`config.mk`:
```
export PLATFORM = sky130hd
export DESIGN_NAME = pe_cam_multi
export DESIGN_NICKNAME = d
export VERILOG_FILES = /design/src/rtl/pe_cam_multi.sv
export SDC_FILE = /design/constraint.sdc
export NUM_CORES = 1
export LEC_CHECK = 0
export CAP_MARGIN = 20
export CELL_PAD_IN_SITES_DETAIL_PLACEMENT = 1
export CELL_PAD_IN_SITES_GLOBAL_PLACEMENT = 1
export CORE_UTILIZATION = 43
export CTS_CLUSTER_DIAMETER = 30
export CTS_CLUSTER_SIZE = 24
export DETAILED_ROUTE_END_ITERATION = 10
export HOLD_SLACK_MARGIN = 0.03
export PLACE_DENSITY_LB_ADDON = 0.1
export SLEW_MARGIN = 20
export SYNTH_ARGS = -nofsm -noshare
export SYNTH_HDL_FRONTEND = slang
export SYNTH_SLANG_ARGS = --single-unit
```
`constraint.sdc`:
```
create_clock -name clk -period 7.4 [get_ports clk]
set_input_delay 2.22 -clock clk [delete_from_list [all_inputs] [get_ports clk]]
set_output_delay 2.22 -clock clk [all_outputs]
set_load 0.02 [all_outputs]
```
`src/rtl/pe_cam_multi.sv`:
```
// Registered priority encoder for CAM match lines: drains every set bit of an
// accepted match vector in priority order, one index per beat, with hit/last/count tags.
module pe_cam_multi #(
  parameter int unsigned W       = 64,
  parameter bit          PRI_MSB = 1'b0,
  localparam int unsigned LOG2W  = $clog2(W)
) (
  input  logic             clk,
  input  logic             rst_n,
  input  logic [W-1:0]     in_oht,
  input  logic             in_first,
  input  logic             in_vld,
  output logic             in_rdy,
  output logic [LOG2W-1:0] out_bin,
  output logic             out_hit,
  output logic             out_last,
  output logic [LOG2W:0]   out_cnt,
  output logic             out_vld,
  input  logic             out_rdy
);

  localparam int unsigned CW = LOG2W + 1;

  typedef enum logic [1:0] {
    IDLE = 2'd0,
    LOAD = 2'd1,
    EMIT = 2'd2
  } state_e;

  state_e           state_q, state_d;
  logic [W-1:0]     vec_q, vec_d;
  logic             first_q, first_d;
  logic [LOG2W-1:0] bin_q, bin_d;
  logic             hit_q, hit_d;
  logic             last_q, last_d;
  logic [CW-1:0]    cnt_q, cnt_d;
  logic             vld_q, vld_d;
  logic             rdy_q, rdy_d;

  // Index of the highest-priority set bit; 0 for an empty vector.
  function automatic logic [LOG2W-1:0] enc(input logic [W-1:0] v);
    logic [LOG2W-1:0] idx;
    idx = '0;
    if (PRI_MSB) begin
      for (int i = 0; i < int'(W); i++) begin
        if (v[i]) idx = LOG2W'(i);
      end
    end else begin
      for (int i = int'(W) - 1; i >= 0; i--) begin
        if (v[i]) idx = LOG2W'(i);
      end
    end
    return idx;
  endfunction

  function automatic logic [CW-1:0] popcnt(input logic [W-1:0] v);
    logic [CW-1:0] c;
    c = '0;
    for (int i = 0; i < int'(W); i++) begin
      c = c + CW'(v[i]);
    end
    return c;
  endfunction

  logic [LOG2W-1:0] idx_c;
  logic [W-1:0]     vec_clr_c;
  logic             le1_c;

  // Encode the current residue and strip the encoded bit for the next beat.
  always_comb begin
    idx_c            = enc(vec_q);
    vec_clr_c        = vec_q;
    vec_clr_c[idx_c] = 1'b0;
    le1_c            = ((vec_q & (vec_q - W'(1))) == '0);
  end

  always_comb begin
    state_d = state_q;
    vec_d   = vec_q;
    first_d = first_q;
    bin_d   = bin_q;
    hit_d   = hit_q;
    last_d  = last_q;
    cnt_d   = cnt_q;
    vld_d   = vld_q;
    case (state_q)
      IDLE: begin
        if (in_vld) begin
          vec_d   = in_oht;
          first_d = in_first;
          state_d = LOAD;
        end
      end
      LOAD: begin
        bin_d   = idx_c;
        hit_d   = |vec_q;
        cnt_d   = popcnt(vec_q);
        last_d  = le1_c | first_q;
        vec_d   = vec_clr_c;
        vld_d   = 1'b1;
        state_d = EMIT;
      end
      EMIT: begin
        if (out_rdy) begin
          if (last_q) begin
            vec_d   = '0;
            vld_d   = 1'b0;
            state_d = IDLE;
          end else begin
            bin_d  = idx_c;
            vec_d  = vec_clr_c;
            last_d = (vec_q != '0) && le1_c;
          end
        end
      end
      default: begin
        state_d = IDLE;
        vld_d   = 1'b0;
      end
    endcase
    rdy_d = (state_d == IDLE);
  end

  always_ff @(posedge clk or negedge rst_n) begin
    if (!rst_n) begin
      state_q <= IDLE;
      vec_q   <= '0;
      first_q <= 1'b0;
      bin_q   <= '0;
      hit_q   <= 1'b0;
      last_q  <= 1'b0;
      cnt_q   <= '0;
      vld_q   <= 1'b0;
      rdy_q   <= 1'b1;
    end else begin
      state_q <= state_d;
      vec_q   <= vec_d;
      first_q <= first_d;
      bin_q   <= bin_d;
      hit_q   <= hit_d;
      last_q  <= last_d;
      cnt_q   <= cnt_d;
      vld_q   <= vld_d;
      rdy_q   <= rdy_d;
    end
  end

  assign in_rdy   = rdy_q;
  assign out_bin  = bin_q;
  assign out_hit  = hit_q;
  assign out_last = last_q;
  assign out_cnt  = cnt_q;
  assign out_vld  = vld_q;

endmodule

```
### Word-level counts from Yosys, hierarchy flattened

Cells that the tools add are included.

| storage, ports and cells | value |
|---|---|
| flip-flop bits (word level) | 84 |
| input port bits | 69 |
| output and inout bits | 17 |
| logic and storage cells | 183 |

| cells by class | value |
|---|---|
| $add $sub $neg | 64 |
| $lt $le $gt $ge | 2 |
| equality and inequality tests | 6 |
| mux-type cells | 83 |
| bitwise operators | 5 |
| reduce and logical (&&, ||, !) cells | 14 |

Operator list:

| cell | count |
|---|---|
| 7-bit by 1-bit adder with 7-bit output | 57 |
| 6-bit 2-to-1 mux | 66 |
| 64-bit 2-to-1 mux | 3 |
| 64-bit one-hot mux with 3 select lines | 1 |
| 64-bit bitwise AND | 2 |
| 64-bit logical NOT | 1 |
| 64-bit NOT | 1 |
| 64-bit nonzero test | 1 |
| 64-bit OR reduction | 1 |
| 64-bit by 1-bit subtractor with 64-bit output (second input constant) | 1 |
| 6-bit one-hot mux with 2 select lines | 1 |
| 3-bit AND reduction | 3 |
| 2-bit != test (second input constant) | 4 |
| 6-bit by 1-bit adder with 7-bit output | 1 |
| 6-bit by 7-bit less-than comparator with 1-bit output (second input constant) | 1 |
| 5-bit by 1-bit adder with 6-bit output | 1 |
| 1-bit demux with 6-bit select | 1 |
| 6-bit by 1-bit greater-or-equal comparator with 1-bit output (second input constant) | 1 |
| 2-bit 2-to-1 mux | 3 |
| 2-bit one-hot mux with 3 select lines | 1 |
| 4-bit by 1-bit adder with 5-bit output | 1 |
| 1-bit 2-to-1 mux | 5 |
| 3-bit by 1-bit adder with 4-bit output | 1 |
| 2-bit logical NOT | 2 |
| 12 further kinds | 14 |

### Depth between registers and ports, before layout

Gate-level depths: netlist of run 1.

| depth | value |
|---|---|
| depth in word-level cells | 73 |
| depth in mapped cells | 23 |

### Worst setup path before layout of run 1

Ideal clock, no wire load.

| path | value |
|---|---|
| kind | register -> register |
| from | register vec_q[37] |
| to | register cnt_q[5] (netlist: out_cnt[5]) |
| library setup time | 0.125 ns |
| arrival time | 5.761 ns |
| data required time | 7.275 ns |
| slack | 1.514 ns |
| cell stages (with the launch flop) | 19 |
| path through | dfrtp_1 > clkbuf_1 > inv_1 > fa_1 > fa_1 > fa_1 > inv_1 > fa_1 > fa_1 > fa_1 > fa_1 > fa_1 > ha_1 > a21o_1 > a21o_1 > a21o_1 > a21oi_1 > xnor2_1 > mux2_2 |

| on the way | value |
|---|---|
| cells in the longest elaborated chain, start to end | 27 |

Ends and longest elaborated chain:

| what | RTL line | source |
|---|---|---|
| start, declared | 31 | `logic [W-1:0] vec_q, vec_d;` |
| start signal, assigned | 137 | `vec_q <= vec_d;` |
| 7-bit by 1-bit adder with 7-bit output (27 in a row) | 60 | `c = c + CW'(v[i]);` |
| end signal, assigned | 142 | `cnt_q <= cnt_d;` |
| end, declared | 36 | `logic [CW-1:0] cnt_q, cnt_d;` |

Every way passes these cells.
A chain may end at the register's enable or synchronous reset.

### Worst setup path after layout of run 1

| path | value |
|---|---|
| from | register vec_q[5] |
| to | register cnt_q[4] (netlist: out_cnt[4]) |

| on the way | value |
|---|---|
| cells in the longest elaborated chain, start to end | 59 |

Ends and longest elaborated chain:

| what | RTL line |
|---|---|
| 5-bit by 1-bit adder with 6-bit output | 60 |
| 6-bit by 1-bit adder with 7-bit output | 60 |
| 7-bit by 1-bit adder with 7-bit output (57 in a row) | 60 |

Every way passes these cells.

==> results of run 1 <==
logic make-up after synthesis:
| kind of cell | count (synthesis) |
|---|---|
| AOI/OAI and AO/OA | 286 |
| and+or+nand+nor | 274 |
| buffers and inverters | 139 |
| DFF | 84 |
| adders and majority gates | 75 |
| muxes | 11 |
| xor gates and xnor gates | 4 |
layout by cell type, fill, tap and decap left out, types with 17 or more instances in the layout:
master	netlist	routed
o21ai_0	99	98
inv_1	94	94
nand2_1	88	88
clkdlybuf4s50_1	0	84
dfrtp_1	83	83
nor2_1	57	56
fa_1	54	54
a22o_1	51	51
a21oi_1	38	38
nor3_1	22	21
nand3_1	21	21
ha_1	21	21
nor4_1	17	17
registers in the layout, indices dropped and copies added (netlist names):
name / cells
out_bin: 6
vec_q: 64
out_last: 1
out_cnt: 7
in_rdy: 1
out_vld: 1
state_q: 2
out_hit: 1
first_q: 1
tightest hold or removal path: stages, from the launching register on:
cell,delay (ps)
dfrtp_1,350
nand2_1,50
o21ai_0,60
metrics by stage:
step / util [%] / area [um^2] / hold WS (ps) / worst slack [ps] / std cells
global placement: 50.52 / 8467 / 470.5 / 1332 / 1139
CTS: 52.40 / 8782 / 489.2 / 1064 / 1154
global route: 52.42 / 8786 / 543.0 / 855.5 / 1154
detailed placement: 50.52 / 8467 / 473.0 / 1091 / 1139
finish: 52.42 / 8786 / 491.2 / 1075 / 1154
floorplan: - / 7461 / 467.1 / 1514 / 873
cell type report:
| type | instances | share of cell area [%] |
|---|---|---|
| timing repair buffer | 91 | 10.21 |
| clock buffer | 9 | 2.563 |
| multi-input combinational | 650 | 55.11 |
| inverter | 94 | 4.016 |
| tap | 220 | 3.133 |
| sequential | 84 | 23.94 |
| clock inverter | 6 | 1.025 |
path summary, 6_finish.rpt:
path,slack (ps),startpoint,cells past startpoint,end
setup / recovery,1070,vec_q[5],18,out_cnt[4]
hold reg to reg,490,out_cnt[1],2,out_cnt[1]
setup reg to reg,1070,vec_q[5],18,out_cnt[4]
min in group asynchronous,1920,rst_n,1,vec_q[2]
max in group asynchronous,4910,rst_n,1,vec_q[38]
hold / removal,490,out_cnt[1],2,out_cnt[1]
routing by layer:
metal | global-route usage, % | routed length (um) | vias up | share of wire (%)
met3 | 5.708 | 1680 | 65 | 5.4
met1 | 47.03 | 12850 | 3853 | 42
met5 | 0 | 0 | - | 0
li1 | - | - | 3242 | -
met2 | 60.45 | 15160 | 264 | 49
met4 | 14.84 | 1235 | 0 | 4.0
==> out/metrics.yaml, run 1 <==
final-max-slew-violation-count: 0
setup_viol_count_final: 0
synth-compound-area-share_pct: 25.79
detail-route-antenna-nets: 0
area_of_combinational_cells_with_multiple_inputs_um2: 4842
tritoncts: "done"
fp-row-count: 47
synth_xor_area_share_pct: 0.4696
htree_levels: 3
gr-usage-all-layers_pct: 36.34
cts_made_buffers: 9
fillers: 1982
layout.area.seq_um2: 2103
fin_setup_tns_ps: 0
ios: 86
critPathTopFamily: "adder cells"
first_global_vias: 7784
synth-simple-area-share_pct: 18.82
grt_first_pass_wirelength_mm: 48.06
max-clock-path-buffers: 2
critical_path.slowest_cell: "fa_1"
hold_viol: 0
synth_top_family_by_area: "compound AO/OA/AOI/OAI gates"
worst_setup_hold_path_clk_slew_ps: 70
crit_path_frequent_cell: "fa_1"
die_x_um: 133.7
sum_of_overflow_across_all_layers_after_global_routing: 0
nets: 1074
diodes: 0
yosys.area.top_type: "dfrtp_1"
rsz_0062_raised_after_global_routing: "false"
critPathMaxFanout: 7
clockRootBuffer: "clkbuf_16"
timing.fmax_mhz: 158.1
worstSetupEndpointType: "flip-flop"
run_status: "complete, no violations"
worst-endpoint-required_ps: 7650
yosys-mux-area-fraction_pct: 1.627
die_area_um2: 17880
synth.most_common_cell: "o21ai_0"
synth.cell_area_um2: 7461
layout_min_cycle_time_ps: 6325
post_cts.resized_instances: 0
synth-edff-count: 0
post_synth.cell_area_avg_um2: 8.546
ctsHoldBuffers: 0
cp_cell_sequence: "inv_1 -> fa_1 -> fa_1 -> fa_1 -> fa_1 -> fa_1 -> fa_1 -> fa_1 -> fa_1 -> inv_1 -> ha_1 -> inv_1 -> fa_1 -> nor2b_1 -> o21ai_0 -> nand2b_1 -> xor2_1 -> mux2_2"
floorplan.die.height_um: 133.7
timing.clock.skew_ps: 8.519
drt-vias-per-instance: 6.433
vias: 7424
post_synth_inst_count: 873
relSlewSlack_pct: 28.02
max_capacitance_violation_count: 0
synth-adder-area-share_pct: 18.01
synth_cell_type_count: 68
pin_count_of_the_biggest_net_entering_global_routing: 85
antenna_found_initial: 0
seq_area_frac_synth_pct: 28.19
cts_setup_buffers: 0
worst_pin_slew_ps: 1077
post-route-period-util_pct: 85.48
dp_hpwl_mm: 23.79
drc: 0
io_buffer_count: 85
critical_path.max_stage_delay_ps: 580
postSynthRegisterBits: 84
final_layout_size_suffix_gt1_share_pct: 5.996
detail_route.first_pass.iterations: 5
gpl.final_weighted_congestion: 0.9724
route.final.wire_length_mm: 30.92
timing_worst_setup_path_type: "reg -> reg"
crit_path_start_kind: "flip-flop"
synth_top_area_share_pct: 27.84
dominantRegCellSynth: "dfrtp_1"
worst-endpoint-arrival_ps: 6570
critical_path.n_buffers_inverters: 3
yosys-top-cells-area: "dfrtp_1, fa_1, o21ai_0"
effective_utilization_at_floorplan_pct: 44.52
syn-num-nets: 1017
core_area_um2: 16760
dr.first_iter.drc_count: 471
syn2layout_area_growth_pct: 17.76
clock-sinks: 84
latest_clock_arrival_within_the_worst_skew_pair_ps: 360
yosys_warnings: 0
synth.cells.most_frequent: "o21ai_0, inv_1, nand2_1"
worst_hold_path_type: "reg -> reg"
wl_per_cell_um: 26.80
synth_async_sr_flop_share_pct: 100.0
Power of run 1 is not shown: default switching activity piles up to over one toggle a cycle in this logic, so the estimate is an artifact.
==> run 2, diff against run 1 <==
- CORE_MARGIN: unset -> 5
==> out/metrics.yaml, run 2 (same netlist as run 1, synthesis figures left out) <==
antenna_found_initial: 0  # unchanged
vias: 7398  # was 7424
effective_utilization_at_floorplan_pct: 43.44  # was 44.52%
rsz_0062_raised_after_global_routing: "false"  # unchanged
cp_cell_sequence: "fa_1 -> inv_1 -> fa_1 -> fa_1 -> inv_1 -> fa_1 -> fa_1 -> fa_1 -> fa_1 -> fa_1 -> ha_1 -> a21o_1 -> a21o_1 -> a21o_1 -> a21oi_1 -> xnor2_1 -> mux2_2"  # was inv_1 -> fa_1 -> fa_1 -> fa_1 -> fa_1 -> fa_1 -> fa_1 -> fa_1 -> fa_1 -> inv_1 -> ha_1 -> inv_1 -> fa_1 -> nor2b_1 -> o21ai_0 -> nand2b_1 -> xor2_1 -> mux2_2
syn2layout_area_growth_pct: 17.32  # was 17.76%
die_area_um2: 20080  # was 17880 um^2
area_of_combinational_cells_with_multiple_inputs_um2: 4842  # unchanged
layout.cells.most_common: "o21ai_0"  # unchanged
hold-path-cell-count: 1  # was 2
final_layout_size_suffix_gt1_share_pct: 5.681  # was 5.996%
worst-endpoint-arrival_ps: 6510  # was 6570 ps
layout.area.seq_um2: 2103  # unchanged
worst_setup_hold_path_clk_slew_ps: 70  # about the same
timing_worst_setup_path_type: "reg -> reg"  # unchanged
critical_path.n_buffers_inverters: 2  # was 3
fillers: 2032  # was 1982
timing.fmax_mhz: 159.4  # was 158.1 MHz
fp-row-count: 48  # was 47
worstSetupEndpointType: "flip-flop"  # unchanged
dp_hpwl_mm: 23.93  # was 23.79 mm
gpl.final_weighted_congestion: 0.9435  # was 0.9724
detail-route-antenna-nets: 0  # unchanged
critPathTopFamily: "adder cells"  # unchanged
fin_setup_tns_ps: 0  # unchanged
die_x_um: 141.7  # was 133.7 um
post-route-period-util_pct: 84.77  # was 85.48%
gr-usage-all-layers_pct: 31.39  # was 36.34%
final-max-slew-violation-count: 0  # unchanged
largest_reg_flops: 64  # unchanged
relSlewSlack_pct: 28.23  # was 28.02%
first_global_vias: 7899  # was 7784
grt_first_pass_wirelength_mm: 47.59  # was 48.06 mm
drt-vias-per-instance: 6.389  # was 6.433
crit_path_frequent_cell: "fa_1"  # unchanged
layout.cells.most_common_list: "o21ai_0, inv_1, nand2_1, clkdlybuf4s50_1, dfrtp_1"  # unchanged
latest_clock_arrival_within_the_worst_skew_pair_ps: 360  # about the same
io_buffer_count: 85  # unchanged
timing.clock.skew_ps: 9.510  # was 8.519 ps
max-clock-path-buffers: 2  # unchanged
run_status: "complete, no violations"  # unchanged
critical_path.slowest_cell: "fa_1"  # unchanged
route.final.wire_length_mm: 31.31  # was 30.92 mm
ctsHoldBuffers: 0  # unchanged
detail_route.first_pass.iterations: 5  # unchanged
worst-endpoint-required_ps: 7640  # was 7650 ps
count_of_cell_instances_traversed_by_the_critical_path: 17  # was 18
clock-sinks: 84  # unchanged
cts_made_buffers: 9  # unchanged
crit_path_start_kind: "flip-flop"  # unchanged
hold_viol: 0  # unchanged
core_area_um2: 17180  # was 16760 um^2
floorplan.die.height_um: 141.7  # was 133.7 um
critical_path.max_stage_delay_ps: 620  # was 580 ps
nets: 1073  # was 1074
clockRootBuffer: "clkbuf_16"  # unchanged
cts_setup_buffers: 0  # unchanged
layout_min_cycle_time_ps: 6273  # was 6325 ps
drc: 0  # unchanged
r2r.worst_path.cells: 17  # was 18
pin_count_of_the_biggest_net_entering_global_routing: 85  # unchanged
worst_pin_slew_ps: 1074  # was 1077 ps
wl_per_cell_um: 27.04  # was 26.80 um
regMostFlops: "vec_q"  # unchanged
tritoncts: "done"  # unchanged
critPathMaxFanout: 8  # was 7
worst_hold_path_type: "reg -> reg"  # unchanged
htree_levels: 3  # unchanged
diodes: 0  # unchanged
sum_of_overflow_across_all_layers_after_global_routing: 0  # unchanged
post_cts.resized_instances: 0  # unchanged
dr.first_iter.drc_count: 559  # was 471
setup_viol_count_final: 0  # unchanged
ios: 86  # unchanged
max_capacitance_violation_count: 0  # unchanged
[run 2: cell types whose count changed in the layout (fill, tap and decap cells not counted)]
cell | before | now
clkinv_4 | 2 | 1
bufinv_16 | 2 | 1
buf_4 | 6 | 5
clkbuf_1 | 0 | 2
[run 2: final timing paths]
kind                                  from         end  slack (ps)
min in group asynchronous            rst_n    vec_q[4]        1880
worst max register to register   vec_q[29]  out_cnt[5]        1130
worst max-delay path             vec_q[29]  out_cnt[5]        1130
max in group asynchronous            rst_n  out_cnt[0]        4870
worst min-delay path            out_bin[3]  out_bin[3]         510
worst min register to register  out_bin[3]  out_bin[3]         510
[run 2: layer usage]
metal | global-route usage [%] | share of wire, % | up-vias
met3 | 6.202 | 6.9 | 74
met4 | 13.69 | 4.5 | 0
met5 | 0 | 0 | -
met1 | 39.45 | 40 | 3769
met2 | 52.55 | 49 | 317
li1 | - | - | 3238
[run 2: through the flow]
| step | util, % | instance area [um^2] | instances | hold slack (ps) | worst slack, ps |
|---|---|---|---|---|---|
| after floorplan | - | 7461 | 873 | 467.1 | 1514 |
| after detailed placement | 49.29 | 8466 | 1143 | 495.7 | 1128 |
| after global routing | 50.96 | 8753 | 1158 | 527.2 | 908.2 |
| after CTS | 50.94 | 8750 | 1158 | 510.8 | 1120 |
| after global placement | 49.29 | 8466 | 1143 | 469.9 | 1336 |
| final | 50.96 | 8753 | 1158 | 505.8 | 1127 |
[run 2: area by class of cell]
type,count,share of cell area (%)
timing repair buffer,90,10.16
clock inverter,4,0.5860
tap,225,3.216
inverter,94,4.031
clock buffer,11,2.659
sequential,84,24.03
multi-input combinational,650,55.32
Power of run 2 is left out for the same reason.
==> run 3, diff against run 2 <==
- clock period: 7.4 -> 6.4 ns (I/O delays scaled with it)
==> out/metrics.yaml, run 3 (same netlist as run 1, synthesis figures left out) <==
run_status: "complete, no violations"  # unchanged
wl_per_cell_um: 27.77  # was 27.04 um
layout.cells.most_common_list: "o21ai_0, inv_1, nand2_1, clkdlybuf4s50_1, dfrtp_1"  # unchanged
detail_route.first_pass.iterations: 6  # was 5
final-max-slew-violation-count: 0  # unchanged
tritoncts: "done"  # unchanged
cts_made_buffers: 9  # unchanged
timing.hold.ws_ps: 498.1  # was 505.8 ps
io_buffer_count: 85  # unchanged
max_capacitance_violation_count: 0  # unchanged
clock-sinks: 84  # unchanged
drt-vias-per-instance: 6.382  # was 6.389
drc: 0  # unchanged
hold_viol: 0  # unchanged
effective_utilization_at_floorplan_pct: 43.44  # unchanged
gr-usage-all-layers_pct: 33.22  # was 31.39%
core_area_um2: 17180  # unchanged
regMostFlops: "vec_q"  # unchanged
die_x_um: 141.7  # unchanged
latest_clock_arrival_within_the_worst_skew_pair_ps: 360  # about the same
floorplan.die.height_um: 141.7  # unchanged
first_global_vias: 8010  # was 7899
worst_hold_path_type: "reg -> reg"  # unchanged
layout.cells.most_common: "o21ai_0"  # unchanged
worst-endpoint-required_ps: 6640  # was 7640 ps
fillers: 2062  # was 2032
worst_pin_slew_ps: 1021  # was 1074 ps
timing.hold.worst.start: "out_cnt[1]"  # was out_bin[3]
rsz_0062_raised_after_global_routing: "false"  # unchanged
setup.reg_to_reg.worst_slack_ps: 190  # was 1130 ps
htree_levels: 3  # unchanged
sum_of_overflow_across_all_layers_after_global_routing: 0  # unchanged
grt_first_pass_wirelength_mm: 50.38  # was 47.59 mm
antenna_found_initial: 1  # was 0
ios: 86  # unchanged
worstSetupEndpointType: "flip-flop"  # unchanged
worst-endpoint-arrival_ps: 6450  # was 6510 ps
final_layout_size_suffix_gt1_share_pct: 9.167  # was 5.681%
r2r.worst_path.cells: 22  # was 17
layout_min_cycle_time_ps: 6212  # was 6273 ps
dr.first_iter.drc_count: 702  # was 559
timing.clock.skew_ps: 9.826  # was 9.510 ps
post-route-period-util_pct: 97.07  # was 84.77%
timing_worst_setup_path_type: "reg -> reg"  # unchanged
setup_viol_count_final: 0  # unchanged
clockRootBuffer: "clkbuf_16"  # unchanged
timing.fmax_mhz: 161.0  # was 159.4 MHz
gpl.final_weighted_congestion: 0.9828  # was 0.9435
worst_setup_hold_path_clk_slew_ps: 70  # about the same
max-clock-path-buffers: 2  # unchanged
fp-row-count: 48  # unchanged
relSlewSlack_pct: 31.79  # was 28.23%
rr_endpoint: "out_cnt[4]"  # was out_cnt[5]
syn2layout_area_growth_pct: 20.48  # was 17.32%
dp_hpwl_mm: 25.46  # was 23.93 mm
die_area_um2: 20080  # unchanged
route.final.wire_length_mm: 32.93  # was 31.31 mm
critPathMaxFanout: 8  # unchanged
nets: 1099  # was 1073
largest_reg_flops: 64  # unchanged
crit_path_start_kind: "flip-flop"  # unchanged
detail-route-antenna-nets: 0  # unchanged
timing.hold.worst_endpoint: "out_cnt[1]"  # was out_bin[3]
start_of_the_worst_register_to_register_path: "vec_q[55]"  # was vec_q[29]
fin_setup_tns_ps: 0  # unchanged
hold-path-cell-count: 2  # was 1
ctsHoldBuffers: 0  # unchanged
pin_count_of_the_biggest_net_entering_global_routing: 85  # unchanged
vias: 7569  # was 7398
==> run 3: changes by cell type in the layout (fill, tap and decap cells not counted) <==
cell	before	now
o21ai_0	98	97
clkinv_2	1	0
clkbuf_1	2	3
dfrtp_1	83	75
inv_1	94	93
diode_2	0	1
clkinv_4	1	0
bufinv_16	1	2
clkinvlp_4	1	2
buf_4	5	31
o21ai_1	4	5
inv_2	0	1
dfrtp_2	0	8
==> run 3: worst max-delay path by stage <==
| stage | startpoint | end | slack, ps | cells past startpoint |
|---|---|---|---|---|
| after floorplan | vec_q[37] | out_cnt[5] | 510 | 18 |
| after global placement | vec_q[23] | out_cnt[5] | 370 | 19 |
| after detailed placement | vec_q[53] | out_cnt[4] | 130 | 22 |
| after CTS | vec_q[53] | out_cnt[4] | 70 | 22 |
| after global routing | vec_q[55] | out_cnt[4] | 6 | 22 |
| final | vec_q[55] | out_cnt[4] | 190 | 22 |
==> run 3: through the flow <==
step                      instances  util [%]  area [um^2]  setup slack [ps]
after floorplan                 873         -         7461             513.9
after global placement         1167     50.34         8646             365.5
after detailed placement       1167     50.34         8646             130.7
after CTS                      1183     52.15         8957             69.74
after global routing           1186     52.33         8989             5.526
final                          1186     52.33         8989             187.8
==> run 3: layout make-up <==
class / count / area, um^2 / share of cell area, %
diodes: 1 / 2.502 / 0.02784
clock buffers: 12 / 236.5 / 2.631
clock inverters: 4 / 75.07 / 0.8352
inverters: 94 / 352.8 / 3.925
multi-input cells: 650 / 4842 / 53.87
flip-flops and latches: 84 / 2113 / 23.51
well taps: 225 / 281.5 / 3.132
repair buffers: 116 / 1085 / 12.07
==> run 3: critical path: stages, from the launching register on <==
cell and delay (ps):
dfrtp_2 490, fa_1 540, inv_1 70, fa_1 510, inv_1 50, fa_1 470, inv_1 50, fa_1 480
inv_1 50, fa_1 480, inv_1 60, fa_1 470, fa_1 510, fa_1 410, inv_1 70, ha_1 170
inv_1 60, fa_1 410, nor2b_1 160, o21ai_1 90, nand2b_1 140, xor2_1 90, mux2_2 270
==> run 3: per-layer routing <==
metal	GRT usage, %	share of wire, %
met2	55.49	48
met5	0	0
met3	6.168	6.5
met1	41.90	40
met4	14.90	4.9
==> run 3: what timing repair did <==
item	4_1_cts	5_1_grt
endpoints found under the setup margin	0	3
resized for setup	0	10
setup buffers	0	2
Power of run 3 is left out for the same reason.
